### src/rtl/uart_rx_frame.sv
// UART receive frame engine: oversampled start detection, 2-of-3 majority bit sampling,
// LSB-first deserialization, optional parity check and stop-bit check with one-cycle result pulses.
module uart_rx_frame #(
    parameter int unsigned DATA_WIDTH = 8,
    parameter int unsigned PRESCALE_W = 6
) (
    input  logic                  clk,
    input  logic                  rst,
    input  logic                  rx_in,
    input  logic [PRESCALE_W-1:0] prescale,
    input  logic                  par_en,
    input  logic                  par_typ,
    output logic [DATA_WIDTH-1:0] p_data,
    output logic                  data_valid,
    output logic                  par_err,
    output logic                  stop_err
);

    localparam int unsigned BIT_CNT_W = (DATA_WIDTH > 1) ? $clog2(DATA_WIDTH) : 1;
    localparam logic [BIT_CNT_W-1:0] LAST_BIT = BIT_CNT_W'(DATA_WIDTH - 1);

    typedef enum logic [2:0] {
        IDLE,
        START,
        DATA,
        PARITY,
        STOP
    } state_t;

    state_t                  state;
    logic [PRESCALE_W-1:0]   p_reg;
    logic                    pe_reg;
    logic                    pt_reg;
    logic [PRESCALE_W-1:0]   edge_cnt;
    logic [BIT_CNT_W-1:0]    bit_cnt;
    logic [DATA_WIDTH-1:0]   shift_reg;
    logic                    s_lo;
    logic                    s_mid;
    logic                    sample;
    logic                    par_flag;

    // Sample-point decode relative to the captured prescale
    logic [PRESCALE_W-1:0] half;
    logic                  bit_end;
    logic                  at_lo;
    logic                  at_mid;
    logic                  at_hi;
    logic                  maj;

    assign half    = p_reg >> 1;
    assign bit_end = (edge_cnt == PRESCALE_W'(p_reg - PRESCALE_W'(1)));
    assign at_lo   = (edge_cnt == PRESCALE_W'(half - PRESCALE_W'(1)));
    assign at_mid  = (edge_cnt == half);
    assign at_hi   = (edge_cnt == PRESCALE_W'(half + PRESCALE_W'(1)));
    assign maj     = (s_lo & s_mid) | (s_lo & rx_in) | (s_mid & rx_in);

    always_ff @(posedge clk or negedge rst) begin
        if (!rst) begin
            state      <= IDLE;
            p_reg      <= '0;
            pe_reg     <= 1'b0;
            pt_reg     <= 1'b0;
            edge_cnt   <= '0;
            bit_cnt    <= '0;
            shift_reg  <= '0;
            s_lo       <= 1'b0;
            s_mid      <= 1'b0;
            sample     <= 1'b0;
            par_flag   <= 1'b0;
            p_data     <= '0;
            data_valid <= 1'b0;
            par_err    <= 1'b0;
            stop_err   <= 1'b0;
        end else begin
            data_valid <= 1'b0;
            par_err    <= 1'b0;
            stop_err   <= 1'b0;

            // Bit timing and majority sampling run in every non-idle state
            if (state != IDLE) begin
                edge_cnt <= bit_end ? '0 : PRESCALE_W'(edge_cnt + PRESCALE_W'(1));
                if (at_lo)  s_lo   <= rx_in;
                if (at_mid) s_mid  <= rx_in;
                if (at_hi)  sample <= maj;
            end

            case (state)
                IDLE: begin
                    if (!rx_in) begin
                        // The detecting cycle is edge 0 of the start bit
                        state    <= START;
                        edge_cnt <= PRESCALE_W'(1);
                        p_reg    <= prescale;
                        pe_reg   <= par_en;
                        pt_reg   <= par_typ;
                        bit_cnt  <= '0;
                        par_flag <= 1'b0;
                    end
                end
                START: begin
                    if (bit_end) state <= sample ? IDLE : DATA;
                end
                DATA: begin
                    if (bit_end) begin
                        shift_reg <= {sample, shift_reg[DATA_WIDTH-1:1]};
                        if (bit_cnt == LAST_BIT) begin
                            bit_cnt <= '0;
                            state   <= pe_reg ? PARITY : STOP;
                        end else begin
                            bit_cnt <= BIT_CNT_W'(bit_cnt + BIT_CNT_W'(1));
                        end
                    end
                end
                PARITY: begin
                    if (bit_end) begin
                        par_flag <= (sample != ((^shift_reg) ^ pt_reg));
                        state    <= STOP;
                    end
                end
                STOP: begin
                    if (bit_end) begin
                        p_data     <= shift_reg;
                        data_valid <= !par_flag && sample;
                        par_err    <= par_flag;
                        stop_err   <= !sample;
                        state      <= IDLE;
                    end
                end
                default: state <= IDLE;
            endcase
        end
    end

endmodule

### config.mk
export PLATFORM = sky130hd
export DESIGN_NAME = uart_rx_frame
export DESIGN_NICKNAME = d
export VERILOG_FILES = /design/src/rtl/uart_rx_frame.sv
export SDC_FILE = /design/constraint.sdc
export NUM_CORES = 1
export LEC_CHECK = 0
export ABC_AREA = 1
export CAP_MARGIN = 0
export CORE_AREA = 2 2 94 96
export CTS_BUF_LIST = sky130_fd_sc_hd__clkbuf_8
export CTS_CLUSTER_DIAMETER = 30
export DETAILED_ROUTE_END_ITERATION = 16
export DIE_AREA = 0 0 96 98
export GPL_TIMING_DRIVEN = 0
export PLACE_DENSITY = 0.47
export SLEW_MARGIN = 20
export SYNTH_ARGS = -nofsm -noshare
export SYNTH_HDL_FRONTEND = slang
export SYNTH_SLANG_ARGS = --single-unit
export TNS_END_PERCENT = 50
### constraint.sdc
create_clock -name clk -period 1.7 [get_ports clk]
set_clock_uncertainty 0.1 [all_clocks]
set_input_delay 0.34 -clock clk [delete_from_list [all_inputs] [get_ports clk]]
set_output_delay 0.34 -clock clk [all_outputs]
set_load 0.01 [all_outputs]
==> out/results.tsv, run 1 <==
metric	value	unit
status	complete, but fails checks	
failed_checks	negative setup slack	
drv_cap	0	
max-clock-path-buffers	2	
crit_arrival	2.07	ns
synthTopCellsByArea	dfrtp_1 43%, nand2_1 15%, inv_1 6.4%	
drive_gt1_share	24.3	%
fp.dieH	98	µm
pre_cts_slack	-0.544	ns
startpoint	p_reg[1]	
synth.most_common_cell	nand2_1	
synth_cell_types	29	
relSlewSlack	72.0	%
setup_viol	32	
hold_violations	0	
postPlaceCellArea	0.00287	mm²
cts_num_sinks	43	
min-delay-path-class	flip-flop to flip-flop	
io_pins	22	
ir_drop	0.445	mV
synthArstFlopShare	100	%
clock_latency	0.30	ns
num_antenna_cells	0	
cts_inserted_buffers	5	
min_path_cells	2	
vias_per_cell	4.52	
path_class	flip-flop to flip-flop	
drt_iter0_drc	119	
required	1.83	ns
cp-end-kind	flip-flop	
seq_area	0.00108	mm²
yosys_most_used_dff	dfrtp_1	
grt_pass1_wl	10300	µm
rsz0062_at_grt	yes	
wl_per_cell	13.0	µm
start_kind	flip-flop	
gp_congestion	0.890	
layout_min_cycle_time	1.95	ns
path_max_fanout	7	
synth_edf_count	0	
dp.cells	453	
synth_seq_cells	43	
area_growth	36.1	%
fmax	513	MHz
r2r-start	p_reg[1]	
fin_hold_ws	0.388	ns
start_util	29.3	%
min_period_over_period	115	%
rr_endpoint	p_data[0]	
synth_common_cells	99 x nand2_1, 43 x dfrtp_1, 42 x inv_1	
core_region_area	0.00847	mm²
syn-num-nets	341	
cp-endpoint	p_data[0]	
grt_use_total	13.7	%
vias	2147	
grt_overflow	0	
hpwl	4330	µm
reg2reg_depth	12	
grt_max_degree	29	
antenna_found_initial	0	
dr.pass1.iters	4	
yosys.area.top_type	dfrtp_1	
multi_input_comb_area	0.00142	mm²
cts_max_level	2	
die-area	0.00941	mm²
path_clk_slew	0.09	ns
finalInstanceArea	0.00337	mm²
die_w	96	µm
detail-route-antenna-nets	0	
rows	34	
power_leakage	0.00162	µW
power_density	1550	mW/mm²
cts_root_buf	clkbuf_8	
cts_tree	yes	
ff2ff_setup_slack	-0.25	ns
syn_inst	323	
synth_warnings	0	
drc	0	
avgSynthCellArea	7.67	µm²
io_buffer_count	21	
grt_pass1_vias	2177	
synth_area	0.00248	mm²
fin_ws	-0.247	ns
finalMaxSlewViolations	0	
fin_cells	475	
worst_pin_slew	0.420	ns
synth_seq_area_share	43.4	%
fillCellCount	866	
drt-total-wl	6150	µm
finalPower	5240	µW
fin_nets	384	
synth_top_cell_area_share	43.4	%
==> critical path, cell delays in order, from the launching register on <==
cell and delay, ns:
dfrtp_2 0.43, inv_4 0.10, ha_4 0.21, nand2_2 0.06
nand2_2 0.06, nor2_4 0.09, nand3_2 0.08, nor2_4 0.14
nand2_8 0.12, clkinv_8 0.10, nand2_8 0.08, clkbuf_16 0.19
o21ai_2 0.10
==> worst min-delay path by stage <==
| stage | endpoint | startpoint |
|---|---|---|
| 2_1_floorplan | bit_cnt[0] | rst |
| 3_3_place_gp | bit_cnt[1] | bit_cnt[1] |
| 3_5_place_dp | p_data[4] | rst |
| 4_1_cts | bit_cnt[1] | bit_cnt[1] |
| 5_1_grt | p_data[3] | p_data[3] |
| 6_report | p_data[2] | p_data[2] |
==> kinds of logic (layout without fill, tap and decap cells) <==
kind of cell / count (synthesis) / count (layout) / synth area share [%]
flip-flops: 43 / 43 / 43.4
adder cells (fa/ha/maj): 7 / 7 / 3.54
AND/OR/NAND/NOR: 160 / 161 / 28.0
AO/OA/AOI/OAI: 46 / 46 / 10.9
buffers and inverters: 51 / 94 / 8.43
XOR/XNOR: 16 / 16 / 5.66
==> layout by cell type, fill, tap and decap left out, types with 6 or more instances in the layout <==
cell type and count:
buf_4 6, inv_1 39, o21ai_2 10, xnor2_1 9
clkdlybuf4s50_1 20, nand2_2 15, o21ai_0 15, o21ai_1 8
nor2_1 17, nand3_1 19, nand2_1 82, a21oi_1 7
nor2_4 6, dfrtp_1 41
==> power breakdown <==
part           total, µW  internal, µW  leakage [µW]  switching (µW)
Sequential          1570          1260      0.000568             305
Clock                829           438     0.0000581             390
Combinational       2840          1200      0.000998            1640
==> per-layer routing <==
layer  track usage, %  vias up  share of wire, %
li1                 -     1109                 -
met1             18.7     1005                47
met2             22.7       29                50
met3             2.62        4               2.3
met4             2.75        0              0.89
met5                0        -                 0
==> stage by stage <==
step | util [%] | setup TNS [ns]
global placement | 33.7 | -65.37
floorplan | - | -3.01
detailed placement | 33.9 | -16.37
global route | 39.8 | -9.99
finish | 39.8 | -5.85
CTS | 37.3 | -7.19
==> cell type report <==
| class | count | area share, % |
|---|---|---|
| multi-input combinational | 230 | 42.2 |
| sequential | 43 | 32.0 |
| timing repair buffer | 35 | 11.2 |
| inverter | 47 | 5.75 |
| tap | 108 | 4.01 |
| clock buffer | 5 | 2.04 |
| buffer | 4 | 1.48 |
| clock inverter | 3 | 1.30 |
==> timing repair <==
action / CTS / global route
hold buffers: 1 / 0
buffers inserted: 9 / 1
gates resized for setup: 36 / 37
endpoints found under the setup margin: 42 / 43
pin swaps: 7 / 10
hold endpoints to repair: 15 / 0
cloned: 1 / 2
Power figures use the tool's default switching activity.
==> run 2: changes to the inputs <==
==> constraint.sdc (replaced) <==
create_clock -name clk -period 1.7 [get_ports clk]
set_clock_uncertainty 0.1 [all_clocks]
set_input_delay 0.34 -clock clk [delete_from_list [all_inputs] [get_ports clk]]
set_output_delay 0.34 -clock clk [all_outputs]
set_load 0.05 [all_outputs]
==> out/results.tsv, run 2 (same netlist as run 1, synthesis figures left out) <==
metric	value	unit	change
status	complete, but fails checks		
failed_checks	negative setup slack		
power_density	1560	mW/mm²	+0.36%
cts_num_sinks	43		unchanged
setup_viol	32		unchanged
grt_pass1_wl	10300	µm	+0.67%
wl_per_cell	13.0	µm	+0.15%
fin_setup_tns	-5.87	ns	-0.0251 ns
num_antenna_cells	0		unchanged
drc	0		unchanged
max-clock-path-buffers	2		unchanged
path_clk_slew	0.09	ns	about the same
start_util	29.3	%	unchanged
hold_violations	0		unchanged
grt_use_total	13.8	%	+0.095 points
grt_max_degree	29		unchanged
grt_pass1_vias	2183		+0.28%
dr.pass1.iters	4		unchanged
multi_input_comb_area	0.00143	mm²	+0.35%
ff2ff_setup_slack	-0.25	ns	about the same
vias	2142		-0.23%
min-delay-path-class	flip-flop to flip-flop		
cts_max_level	2		unchanged
core_region_area	0.00847	mm²	unchanged
fin_ws	-0.251	ns	-0.00363 ns
drt_iter0_drc	123		+3.4%
switchingPower	2340	µW	+0.18%
ir_drop	0.445	mV	about the same
r2r-start	p_reg[1]		
crit_arrival	2.08	ns	about the same
final_common_cell	nand2_1		
fin_hold_ws	0.382	ns	-0.00576 ns
start_kind	flip-flop		
p_sw_share	44.6	%	about the same
fin_nets	384		unchanged
drive_gt1_share	24.3	%	unchanged
cts_inserted_buffers	5		unchanged
rsz0062_at_grt	yes		
cp_slowest_stage_delay	0.43	ns	about the same
drv_cap	0		unchanged
rows	34		unchanged
fp.dieH	98	µm	unchanged
required	1.83	ns	about the same
area_growth	35.7	%	
p_int	2910	µW	about the same
clkPwrFrac	15.8	%	about the same
drt-total-wl	6160	µm	+0.15%
p_seq_share	29.9	%	about the same
detail-route-antenna-nets	0		unchanged
cts_tree	yes		
clock_latency	0.30	ns	about the same
pwr-share-comb	54.3	%	about the same
fillCellCount	875		+1.0%
die_w	96	µm	unchanged
path_cells	inv_4, ha_4, nand2_2, nand2_2, nor2_4, nand3_2, nor2_4, nand2_8, clkinv_8, nand2_8, clkbuf_16, o21ai_2		
gp_congestion	0.890		unchanged
finalPower	5240	µW	+0.10%
antenna_found_initial	0		unchanged
cp-end-kind	flip-flop		
hold_path.startpoint	p_data[2]		
power_leakage	0.00169	µW	+4.2%
io_pins	22		unchanged
layout_min_cycle_time	1.95	ns	+0.00363 ns
path_max_fanout	7		unchanged
seq_area	0.00108	mm²	unchanged
pre_cts_slack	-0.544	ns	unchanged
io_buffer_count	21		unchanged
layout_common_cells	82 x nand2_1, 41 x dfrtp_1, 39 x inv_1		
worst_pin_slew	0.498	ns	+0.0783 ns
finalMaxSlewViolations	0		unchanged
path_class	flip-flop to flip-flop		
min_to	p_data[2]		
rr_endpoint	p_data[0]		
grt_overflow	0		unchanged
relSlewSlack	66.9	%	-5.1 points
reg2reg_depth	12		unchanged
min_period_over_period	115	%	+0.21 points
cts_root_buf	clkbuf_8		
vias_per_cell	4.51		-0.23%
hpwl	4330	µm	unchanged
fmax	513	MHz	-0.19%
min_path_cells	2		unchanged
cpMaxStageDelayCell	dfrtp_2		
die-area	0.00941	mm²	unchanged
-- run 2: final cells by class --
class,instances,area share [%]
multi-input cells,230,42.4
clock buffers,5,2.05
inverters,47,5.77
repair buffers,35,10.9
flip-flops and latches,43,32.1
well taps,108,4.02
clock inverters,3,1.30
plain buffers,4,1.49
-- run 2: metal layers --
metal  share of wire (%)  track usage, %  up-vias
met5                   0               0        -
met4                0.78            2.75        0
met3                 2.3            2.62        4
met2                  50            22.9       29
met1                  47            18.8     1000
li1                    -               -     1109
-- run 2: how the worst max path moves through the flow --
| stage | from | to | cells after the start |
|---|---|---|---|
| final | p_reg[1] | p_data[0] | 12 |
| after CTS | p_reg[1] | shift_reg[5] | 13 |
| after global routing | p_reg[1] | p_data[0] | 13 |
| after floorplan | p_reg[1] | state[1] | 13 |
| after detailed placement | rx_in | p_reg[1] | 4 |
| after global placement | rst | p_reg[1] | 1 |
-- run 2: through the flow --
stage          utilization (%)  area (µm²)  instances
6_report                  39.7        3360        475
5_1_grt                   39.7        3360        475
4_1_cts                   37.2        3150        472
3_5_place_dp              33.9        2870        453
3_3_place_gp              33.7        2850        452
2_1_floorplan                -        2510        323
-- run 2: critical path, delay by kind of cell (launching register included) --
| family | cells | cell delay (ns) |
|---|---|---|
| compound gates | 1 | 0.10 |
| flops | 1 | 0.43 |
| simple gates | 7 | 0.63 |
| fa+ha+maj | 1 | 0.21 |
| buf+inv | 3 | 0.39 |
-- run 2: power groups by stage --
stage | Combinational, µW | Clock, µW | Sequential (µW)
after CTS | 2510 | 849 | 1540
after floorplan | 1790 | 0 | 1490
after global routing | 3220 | 903 | 1610
after global placement | 2220 | 0 | 1590
after detailed placement | 2230 | 0 | 1580
final | 2850 | 827 | 1570
-- run 2: repair_timing --
| item | 4_1_cts | 5_1_grt |
|---|---|---|
| pin swaps | 8 | 8 |
| setup buffers | 9 | 1 |
| hold endpoints to repair | 15 | 0 |
| cloned | 1 | 2 |
| setup endpoints to repair | 53 | 43 |
| hold buffers | 1 | 0 |
| resized for setup | 49 | 36 |
